[src/rtl/quadrature_generator_if.sv]
// Command channel into the quadrature generator: one step-count command per
// valid/ready handshake, plus an abort line that stops a running command.
interface quadrature_generator_if #(
   parameter int STEP_WIDTH   = 16,
   parameter int PERIOD_WIDTH = 16
);
   logic                    cmd_valid;
   logic                    cmd_ready;
   logic                    cmd_dir;
   logic [STEP_WIDTH-1:0]   cmd_steps;
   logic [PERIOD_WIDTH-1:0] cmd_period;
   logic                    abort;

   modport master (
      output cmd_valid, cmd_dir, cmd_steps, cmd_period, abort,
      input  cmd_ready
   );

   modport slave (
      input  cmd_valid, cmd_dir, cmd_steps, cmd_period, abort,
      output cmd_ready
   );
endinterface

[src/rtl/quadrature_generator.sv]
// Rotary-encoder emulator: emits cmd_steps quadrature edges, one every
// cmd_period clocks, and tracks a wrapping position like the counter block.
module quadrature_generator #(
   parameter int ENCODER_MAX  = 64000,
   parameter int STEP_WIDTH   = 16,
   parameter int PERIOD_WIDTH = 16
) (
   input  logic                   clk,
   input  logic                   rst,
   quadrature_generator_if.slave  cmd,
   output logic                   A,
   output logic                   B,
   output logic                   busy,
   output logic                   done,
   output logic [15:0]            position
);

   localparam logic [0:0]  IDLE    = 1'b0;
   localparam logic [0:0]  RUN     = 1'b1;
   localparam logic [15:0] POS_TOP = 16'(ENCODER_MAX - 1);

   logic [0:0]              state;
   logic [1:0]              phase;
   logic                    dir_q;
   logic [STEP_WIDTH-1:0]   remaining;
   logic [PERIOD_WIDTH-1:0] period_q;
   logic [PERIOD_WIDTH-1:0] timer;
   logic                    zero_pend;
   logic [1:0]              phase_nxt;
   logic [15:0]             pos_nxt;

   assign cmd.cmd_ready = (state == IDLE);
   assign busy          = (state == RUN);

   always_comb begin
      phase_nxt = dir_q ? phase + 2'd1 : phase - 2'd1;
      pos_nxt   = position;
      if (dir_q)
         pos_nxt = (position == POS_TOP) ? '0 : position + 16'd1;
      else
         pos_nxt = (position == '0) ? POS_TOP : position - 16'd1;
   end

   always_ff @(posedge clk or negedge rst) begin
      if (!rst) begin
         state     <= IDLE;
         phase     <= '0;
         A         <= 1'b0;
         B         <= 1'b0;
         position  <= '0;
         done      <= 1'b0;
         dir_q     <= 1'b0;
         remaining <= '0;
         period_q  <= '0;
         timer     <= '0;
         zero_pend <= 1'b0;
      end else begin
         // A zero-step command completes one cycle after its handshake.
         done      <= zero_pend;
         zero_pend <= 1'b0;
         case (state)
            IDLE: begin
               if (cmd.cmd_valid) begin
                  dir_q     <= cmd.cmd_dir;
                  remaining <= cmd.cmd_steps;
                  if (cmd.cmd_period == '0) begin
                     period_q <= PERIOD_WIDTH'(1);
                     timer    <= '0;
                  end else begin
                     period_q <= cmd.cmd_period;
                     timer    <= cmd.cmd_period - PERIOD_WIDTH'(1);
                  end
                  if (cmd.cmd_steps != '0)
                     state <= RUN;
                  else
                     zero_pend <= 1'b1;
               end
            end
            RUN: begin
               // Abort takes priority over an edge due in the same cycle.
               if (cmd.abort) begin
                  state <= IDLE;
               end else if (timer == '0) begin
                  phase     <= phase_nxt;
                  A         <= phase_nxt[1];
                  B         <= phase_nxt[1] ^ phase_nxt[0];
                  position  <= pos_nxt;
                  remaining <= remaining - STEP_WIDTH'(1);
                  timer     <= period_q - PERIOD_WIDTH'(1);
                  if (remaining == STEP_WIDTH'(1)) begin
                     state <= IDLE;
                     done  <= 1'b1;
                  end
               end else begin
                  timer <= timer - PERIOD_WIDTH'(1);
               end
            end
            default: state <= IDLE;
         endcase
      end
   end

endmodule

[src/flat_wrapper.sv]
// flat-port wrapper written by rule: the top's interface ports become plain ports
module quadrature_generator_flat 
#(
   parameter int ENCODER_MAX  = 64000,
   parameter int STEP_WIDTH   = 16,
   parameter int PERIOD_WIDTH = 16
)
  (clk, rst, A, B, busy, done, position, cmd_cmd_valid, cmd_cmd_dir, cmd_cmd_steps, cmd_cmd_period, cmd_abort, cmd_cmd_ready);
  quadrature_generator_if #(.STEP_WIDTH(STEP_WIDTH), .PERIOD_WIDTH(PERIOD_WIDTH)) cmd_i ();
  input  logic clk;
  input  logic rst;
  output logic A;
  output logic B;
  output logic busy;
  output logic done;
  output logic [15:0] position;
  input wire logic [$bits(cmd_i.cmd_valid)-1:0] cmd_cmd_valid;
  input wire logic [$bits(cmd_i.cmd_dir)-1:0] cmd_cmd_dir;
  input wire logic [$bits(cmd_i.cmd_steps)-1:0] cmd_cmd_steps;
  input wire logic [$bits(cmd_i.cmd_period)-1:0] cmd_cmd_period;
  input wire logic [$bits(cmd_i.abort)-1:0] cmd_abort;
  output wire logic [$bits(cmd_i.cmd_ready)-1:0] cmd_cmd_ready;
  assign cmd_i.cmd_valid = cmd_cmd_valid;
  assign cmd_i.cmd_dir = cmd_cmd_dir;
  assign cmd_i.cmd_steps = cmd_cmd_steps;
  assign cmd_i.cmd_period = cmd_cmd_period;
  assign cmd_i.abort = cmd_abort;
  assign cmd_cmd_ready = cmd_i.cmd_ready;
  quadrature_generator #(.ENCODER_MAX(ENCODER_MAX), .STEP_WIDTH(STEP_WIDTH), .PERIOD_WIDTH(PERIOD_WIDTH)) u_core (.clk(clk), .rst(rst), .cmd(cmd_i), .A(A), .B(B), .busy(busy), .done(done), .position(position));
endmodule
[config.mk]
export PLATFORM = sky130hd
export DESIGN_NAME = quadrature_generator_flat
export DESIGN_NICKNAME = d
export VERILOG_FILES = /design/src/rtl/quadrature_generator_if.sv /design/src/rtl/quadrature_generator.sv /design/src/flat_wrapper.sv
export SDC_FILE = /design/constraint.sdc
export NUM_CORES = 1
export LEC_CHECK = 0
export CORE_ASPECT_RATIO = 1.4
export CORE_MARGIN = 4
export CORE_UTILIZATION = 35
export CTS_BUF_LIST = sky130_fd_sc_hd__clkbuf_8
export DETAILED_ROUTE_END_ITERATION = 6
export DONT_BUFFER_PORTS = 1
export PLACE_DENSITY = 0.58
export RECOVER_POWER = 100
export SYNTH_ARGS = -nofsm -noshare
export SYNTH_HDL_FRONTEND = slang
export SYNTH_SLANG_ARGS = --single-unit
[constraint.sdc]
create_clock -name clk -period 2.9 [get_ports clk]
set_input_delay 0.435 -clock clk [delete_from_list [all_inputs] [get_ports clk]]
set_output_delay 0.435 -clock clk [all_outputs]
set_load 0.03 [all_outputs]
# --- After elaboration in Yosys (flattened, before gate mapping) ---
# Index checks and enable logic that the tools add are counted.
word_totals:
  reg_bits: 72
  word_cells: 62
op_classes:
  bitwise: 3
  eq_ne: 5
  mux: 27
  reduce_logical: 8
  addsub: 8
op_table:
  columns: ["operator", "count"]
  rows:
  - ["two-way mux 16 bit", 11]
  - ["subtractor 16 x 1 -> 16 bit (second input constant)", 5]
  - ["case mux 16 bit (2 select lines)", 2]
  - ["zero test 16 bit", 3]
  - ["adder 16 x 1 -> 16 bit (second input constant)", 1]
  - ["equality test 16 x 1 -> 1 bit (second input constant)", 1]
  - ["equality test 16 bit (second input constant)", 1]
  - ["nonzero test 16 bit", 1]
  - ["two-way mux 1 bit", 12]
  - ["!= test 2 bit (second input constant)", 3]
  - ["AND reduction 3 bit", 2]
  - ["AND reduction 2 bit", 2]
  - ["adder 2 x 1 -> 2 bit (second input constant)", 1]
  - ["two-way mux 2 bit", 1]
  - ["NOT 1 bit", 2]
  - ["case mux 1 bit (2 select lines)", 1]
  - ["subtractor 2 x 1 -> 2 bit (second input constant)", 1]
  - ["bitwise XOR 1 bit", 1]

# --- Logic depth before layout (Yosys ltp) ---
# Gate-level depths: netlist (run 1).
depth:
  word_depth: 5
  ltp_mapped: 12
  depth_no_buf: 11

# --- Least setup slack after synthesis (run 1) ---
# Ideal clock, no wire load.
synth_path:
  path_kind: "reg-to-reg"
  start: "register u_core.timer[2]"
  end: "register u_core.timer[6]"
  slack_ns: 0.164
  path_buffers: 1
  arrival_ns: 2.610
  stages_incl_launch_ff: 13
  cell_sequence: "dfrtp_1 nor4_1 nand3_1 nor2_1 clkbuf_1 a21oi_1 ha_1 nor4b_1 nand2_1 a31oi_1 mux2i_1 a21oi_1 a221o_1"
synth_via:
  elab_chain_cells: 4
  elab_cells_between_ends: 5
  cone_classes: "1 x add/sub; 3 x mux; 1 x reduce/logical"
synth_lines:
  columns: ["element", "line_no", "rtl"]
  rows:
  - ["from (decl)", "quadrature_generator.sv:27", "logic [PERIOD_WIDTH-1:0] timer;"]
  - ["from (signal assigned)", "quadrature_generator.sv:71", "timer <= cmd.cmd_period - PERIOD_WIDTH'(1);"]
  - ["from (signal assigned)", "quadrature_generator.sv:89", "timer <= period_q - PERIOD_WIDTH'(1);"]
  - ["from (signal assigned)", "quadrature_generator.sv:95", "timer <= timer - PERIOD_WIDTH'(1);"]
  - ["subtractor 16 x 1 -> 16 bit / zero test 16 bit (equally long branches)", "quadrature_generator.sv:95, quadrature_generator.sv:83", null]
  - ["two-way mux 16 bit (*)", "quadrature_generator.sv:83", "end else if (timer == '0) begin"]
  - ["two-way mux 16 bit (*)", "quadrature_generator.sv:81", "if (cmd.abort) begin"]
  - ["case mux 16 bit (2 select lines) (*)", "quadrature_generator.sv:61", "case (state)"]
# Every way passes the cells marked *; elsewhere a longest branch is shown, timed or not. The select of a mux whose other input is x is not followed.
# A chain may end at the register's enable or synchronous reset.

# --- Worst setup path after layout (run 1) ---
layout_path:
  start: "register u_core.timer[11]"
  end: "register u_core.remaining[7]"
layout_via:
  elab_chain_cells: 3
layout_lines:
  columns: ["element", "line_no", "rtl"]
  rows:
  - ["zero test 16 bit", "quadrature_generator.sv:83", null]
  - ["!= test 2 bit (no source line)", null, null]
  - ["AND reduction 3 bit (no source line)", null, null]
  - ["to (signal assigned)", "quadrature_generator.sv:65", "remaining <= cmd.cmd_steps;"]
  - ["to (signal assigned)", "quadrature_generator.sv:88", "remaining <= remaining - STEP_WIDTH'(1);"]
  - ["to (decl)", "quadrature_generator.sv:25", "logic [STEP_WIDTH-1:0] remaining;"]
# No other way between the ends.

==> flow_summary.ini, run 1 <==
[outcome]
status = finished with violations
violations = capacitance limit, slew limit

[global_routing]
grt-ovfl-total = 0
antenna_found_initial = 0
grt_pass1_wl_um = 25650
grt_max_degree = 72
grt_usage_pct = 20.21
grt_pass1_vias = 4974

[synth]
ys.warnings.count = 0
syn_nets = 644
ys_seq_area_share_pct = 36.32
synth_cell_types = 68
syn_inst = 599
synth_flop_cell = dfrtp_1
synth.avg_cell_area_um2 = 8.167
async_reset_ff_share_pct = 100.0
synth-edff-count = 0
ys_ff_latch = 71
synthesis.area_mm2 = 0.004892

[critical_path]
crit_arrival_ns = 2.99
path_cells = clkbuf_1, or4_1, nor3_1, buf_4, nand4_1, o41ai_1, a21oi_1, a311oi_1
slowest_delay_ns = 0.58
r2r_cells = 8
cp-start-kind = register
path_class = reg2reg
crit_path_end_kind = register
cp_max_fo = 6
cp_slowest_cell = or4_1
cp.required_ns = 3.16

[timing]
tns_ns = 0
worst_clock_skew_ns = 0.01157
rsz0062_at_grt = no
worst_slack_ns = 0.1699
finalSetupViolations = 0
min_period_over_period_pct = 94.14
timing.slew.headroom_pct = -22.55
slew_violations = 72
clock.fmax_ghz = 0.3663
hold_violations = 0
tightest_slew_ns = 1.838
holdWs_ns = 0.1831
finalCriticalPeriod_ns = 2.730

[pwr]
vdd_drop_max_mv = 0.2403
p_sw_mw = 1.226
internal_power_mw = 1.851
swShare_pct = 39.84
finalPower_mw = 3.076
power_density_mw_per_mm2 = 575.3
pwr-share-seq_pct = 46.6
power_frac_comb_pct = 29.6
leakage_nw = 2.055
clkPwrFrac_pct = 23.8

[worst_hold_path]
hold_depth = 2
holdCritPathClass = in2reg

[clocking]
cts_tree = yes
cts_sinks = 71
clk_latency_ns = 0.36
cts_max_level = 3
clock_path_buffers = 2
cts_buffers = 9
cts.clk_slew.worst_paths_ns = 0.08
clockRootBuffer = clkbuf_8
postCtsSetupBuffers = 0

[routing]
ant_nets = 0
drt_wl_total_um = 15750
vias = 4947
dr.pass1.iters = 5
drt_iter0_drc = 428
remaining_drc_errors = 0
wl_per_cell_um = 19.49
via_per_inst = 6.123

[cells_and_area]
drive_gt1_share_pct = 8.307
num_antenna_cells = 0
nNetsFinal = 666
stdcell_area_mm2 = 0.005348
area_growth_pct = 9.309
n_fill_cell = 1459

[floorplanning]
core-area_mm2 = 0.01351
die_h_um = 147.9
core.rowCount = 50
start_util_pct = 36.20
chipWidth_um = 107.9
io_pins = 58
die_area_mm2 = 0.01596

[place]
port-buffer-count = 0
dp_slack_ns = 0.2439
placed_cell_area_mm2 = 0.005285
gp_congestion = 0.9612
dp_hpwl_um = 11630

[job]
max_cap_viol_count = 1
-- routing by layer --
| layer | GRT usage, % | part of all wire (%) |
|---|---|---|
| met5 | 0 | 0 |
| met4 | 9.918 | 4.0 |
| met3 | 3.757 | 6.2 |
| met2 | 35.96 | 52 |
| met1 | 22.85 | 38 |
-- critical path, delay by kind of cell, from the launching register on --
kind | cells | cell delay [ns]
buffers and inverters | 2 | 0.38
flip-flops | 1 | 0.39
AND/OR/NAND/NOR | 3 | 1.15
AO/OA/AOI/OAI | 3 | 0.72
-- cell usage after synthesis (10+ instances only) --
cell	number	area (um^2)
a21oi_1	45	225.2
nor3_1	27	135.1
nand4_1	11	68.82
nand3_1	21	105.1
o21ai_0	33	165.2
clkbuf_1	25	93.84
nor2_1	59	221.5
a211oi_1	13	97.59
nor4_1	14	87.58
dfrtp_1	71	1777
or3_1	13	81.33
xor2_1	10	87.58
xnor2_1	17	148.9
o31ai_1	12	90.09
nand2_1	72	270.3
inv_1	18	67.56
a31oi_1	12	75.07
-- layout make-up --
| cell class | count | area, um^2 | area share, % |
|---|---|---|---|
| Multi-Input combinational cell | 481 | 2883 | 53.91 |
| Sequential cell | 71 | 1777 | 33.22 |
| Tap cell | 182 | 227.7 | 4.258 |
| Timing Repair Buffer | 40 | 220.2 | 4.118 |
| Clock buffer | 9 | 123.9 | 2.316 |
| Inverter | 18 | 67.56 | 1.263 |
| Clock inverter | 7 | 48.80 | 0.9125 |
-- worst paths after layout --
check | slack [ns] | start | endpoint
setup / recovery | 0.17 | u_core.timer[11] | u_core.remaining[7]
hold / removal | 0.18 | cmd_cmd_period[2] | u_core.period_q[2]
setup reg to reg | 0.17 | u_core.timer[11] | u_core.remaining[7]
hold reg to reg | 0.48 | u_core.zero_pend | u_core.done
max in group asynchronous | 0.67 | rst | u_core.remaining[1]
min in group asynchronous | 1.10 | rst | u_core.phase[1]
-- cells in the final DEF (no fill, tap or decap), drive strengths merged, types with 3 or more instances in the layout --
cell type and count:
mux2i 4, a22oi 8, nor4 14, a21oi 45
xor2 10, nor3b 3, and3 4, a311oi 4
nor3 29, dfrtp 71, buf 16, or4 11
a221o 3, nand3 23, clkinvlp 4, a221oi 3
or3 14, ha 8, xnor2 17, or2 4
o21ai 39, nand2b 3, a31oi 13, nor2b 3
o211ai 8, a211oi 14, o31ai 12, nand2 72
and4 3, clkbuf 32, nor2 60, o22ai 6
nand4 13, inv 19
-- sequential cells by signal, indices dropped and copies added, names as in the netlist --
register / flops
u_core.B: 1
u_core.dir_q: 1
u_core.timer: 16
u_core.position: 16
u_core.remaining: 16
u_core.period_q: 16
u_core.done: 1
u_core.zero_pend: 1
u_core.phase: 2
u_core.busy: 1
-- power by group through the flow --
stage,Combinational [mW],Clock (mW),Sequential [mW]
after floorplan,0.680,0,1.36
after global placement,0.900,0,1.43
after detailed placement,0.918,0,1.44
after CTS,0.948,0.755,1.42
after global routing,1.02,0.793,1.46
final,0.910,0.732,1.43
-- per-stage QoR --
step | cells | utilization (%)
final | 808 | 39.57
after global routing | 808 | 39.57
after CTS | 808 | 40.67
after detailed placement | 790 | 39.11
after global placement | 790 | 39.11
after floorplan | 599 | -
-- cells by family (layout without fill, tap and decap cells) --
logic type      after synthesis  count (layout)  synth area share (%)
simple gates                262             262                 27.90
buf+inv                      47              74                 3.887
flops                        71              71                 36.32
fa+ha+maj                     8               8                 2.046
xor+xnor                     27              27                 4.834
mux                           4               4                0.8184
compound gates              180             180                 24.19
-- what timing repair did --
| item | in CTS | in global routing |
|---|---|---|
| gates resized for setup | 0 | 1 |
| endpoints found under the hold margin | 71 | 0 |
| hold buffers | 2 | 0 |
| endpoints found under the setup margin | 0 | 1 |
(Power assumes the default switching activity.)
==> inputs of run 2 (changes only) <==
--- a/config.mk
+++ b/config.mk
@@ -10,8 +10,7 @@
 export CORE_UTILIZATION = 35
 export CTS_BUF_LIST = sky130_fd_sc_hd__clkbuf_8
 export DETAILED_ROUTE_END_ITERATION = 6
-export DONT_BUFFER_PORTS = 1
-export PLACE_DENSITY = 0.58
+export PLACE_DENSITY = 0.63
 export RECOVER_POWER = 100
 export SYNTH_ARGS = -nofsm -noshare
 export SYNTH_HDL_FRONTEND = slang
==> run 2 against run 1 <==
  * The flow still finishes with violations (capacitance limit, slew limit)
  * Power grew 4.1%
  * Global-route usage down 0.098 points
  * Critical endpoint is now cmd_cmd_ready
  * Worst setup slack worse by 0.011 ns
==> flow_summary.ini, run 2 (synthesis gave the netlist of run 1 again) <==
[global_routing]
grt_pass1_wl_um = 25880
antenna_found_initial = 0
grt_usage_pct = 20.11
grt-ovfl-total = 0
grt_max_degree = 41
grt_pass1_vias = 5188

[cells_and_area]
area_growth_pct = 23.27
stdcell_area_mm2 = 0.006031
seq_area_mm2 = 0.001778
multi_input_area_mm2 = 0.002930
drive_gt1_share_pct = 10.53
num_antenna_cells = 0
n_fill_cell = 1388
layout_commonest_cell = nand2_1
nNetsFinal = 726
mostFrequentLayoutCells = nand2_1 (72), dfrtp_1 (70), nor2_1 (59)
fin_cells = 866

[critical_path]
cp_top_family = buffers and inverters
cp-start-kind = register
crit_buf_inv = 3
cp_slowest_cell = clkdlybuf4s50_1
crit_path_end_kind = output port
path_class = reg2out
slowest_delay_ns = 0.70
crit_arrival_ns = 2.31
path_cells = clkbuf_1, inv_1, clkdlybuf4s50_1
cp_max_fo = 14
cp.required_ns = 2.47

[outcome]
status = finished with violations
violations = capacitance limit, slew limit

[place]
dp_hpwl_um = 11730
dp_cells = 852
placed_cell_area_mm2 = 0.005888
dp_slack_ns = 0.02165
port-buffer-count = 57
gp_congestion = 0.9320

[clocking]
clock_path_buffers = 2
clk_latency_ns = 0.35
cts.clk_slew.worst_paths_ns = 0.08
cts_tree = yes
postCtsSetupBuffers = 0
cts_sinks = 71
cts_buffers = 9
clockRootBuffer = clkbuf_8
cts_max_level = 3

[pwr]
leakage_nw = 2.414
vdd_drop_max_mv = 0.2360
power_density_mw_per_mm2 = 531.2

[routing]
remaining_drc_errors = 0
wl_per_cell_um = 18.20
via_per_inst = 5.925
ant_nets = 0
drt_iter0_drc = 314
dr.pass1.iters = 5
vias = 5131
drt_wl_total_um = 15760

[timing]
timing.slew.headroom_pct = -17.61
min_period_over_period_pct = 94.54
tightest_slew_ns = 1.764
slew_violations = 32
finalCriticalPeriod_ns = 2.742
hold_violations = 0
tns_ns = 0
finalSetupViolations = 0
worst_clock_skew_ns = 0.01473
clock.fmax_ghz = 0.3648
worst_slack_ns = 0.1584

[floorplanning]
io_pins = 58
die_h_um = 147.9
start_util_pct = 36.20
core-area_mm2 = 0.01351
die_area_mm2 = 0.01596
chipWidth_um = 107.9
core.rowCount = 50

[worst_hold_path]
holdCritPathClass = in2async

[job]
max_cap_viol_count = 1
[run 2: changes by cell type in the layout (fill, tap and decap cells not counted), moves of 4 or more]
cell,previous run,this run
buf_4,16,35
clkbuf_1,20,6
clkdlybuf4s50_1,0,35
clkinvlp_4,4,0
dlygate4sd3_1,1,21
[run 2: path summary, 6_finish.rpt]
| kind | start | endpoint | slack [ns] | cells past startpoint |
|---|---|---|---|---|
| min reg2reg | u_core.remaining[15] | u_core.remaining[15] | 0.49 | 1 |
| min | rst | u_core.position[2] | 0.41 | 2 |
| max in group asynchronous | rst | u_core.timer[4] | 1.08 | 2 |
| max reg2reg | u_core.timer[4] | u_core.timer[15] | 0.18 | 7 |
| max | u_core.busy | cmd_cmd_ready | 0.16 | 3 |
| min in group clk | u_core.remaining[15] | u_core.remaining[15] | 0.49 | 1 |
[run 2: metrics by stage]
step           hold WS, ns  util (%)  total power, mW
4_1_cts             0.1298     44.79            3.200
2_1_floorplan       0.1394         -            2.044
3_5_place_dp        0.4757     43.57            2.480
6_report            0.4098     44.63            3.204
5_1_grt             0.5181     44.63            3.398
3_3_place_gp        0.4679     43.57            2.447
[run 2: routing by layer]
layer | GRT usage, % | wire, um | vias up
li1 | - | - | 2405
met1 | 24.14 | 6214 | 2488
met2 | 34.84 | 8122 | 193
met3 | 3.058 | 845 | 45
met4 | 9.539 | 581 | 0
met5 | 0 | 0 | -
[run 2: area by class of cell]
class / count / share of cell area (%)
multi-input combinational: 481 / 48.59
inverter: 18 / 1.120
clock buffer: 11 / 2.510
clock inverter: 3 / 0.2075
tap: 182 / 3.776
timing repair buffer: 100 / 14.32
sequential: 71 / 29.48
[run 2: what timing repair did]
action | in CTS | in global routing
hold buffers | 0 | 0
resized for setup | 0 | 3
setup endpoints to repair | 0 | 1
[run 2: power by group]
| part | switching (mW) | internal [mW] |
|---|---|---|
| combinational | 0.590 | 0.454 |
| sequential | 0.270 | 1.17 |
| clock | 0.375 | 0.341 |
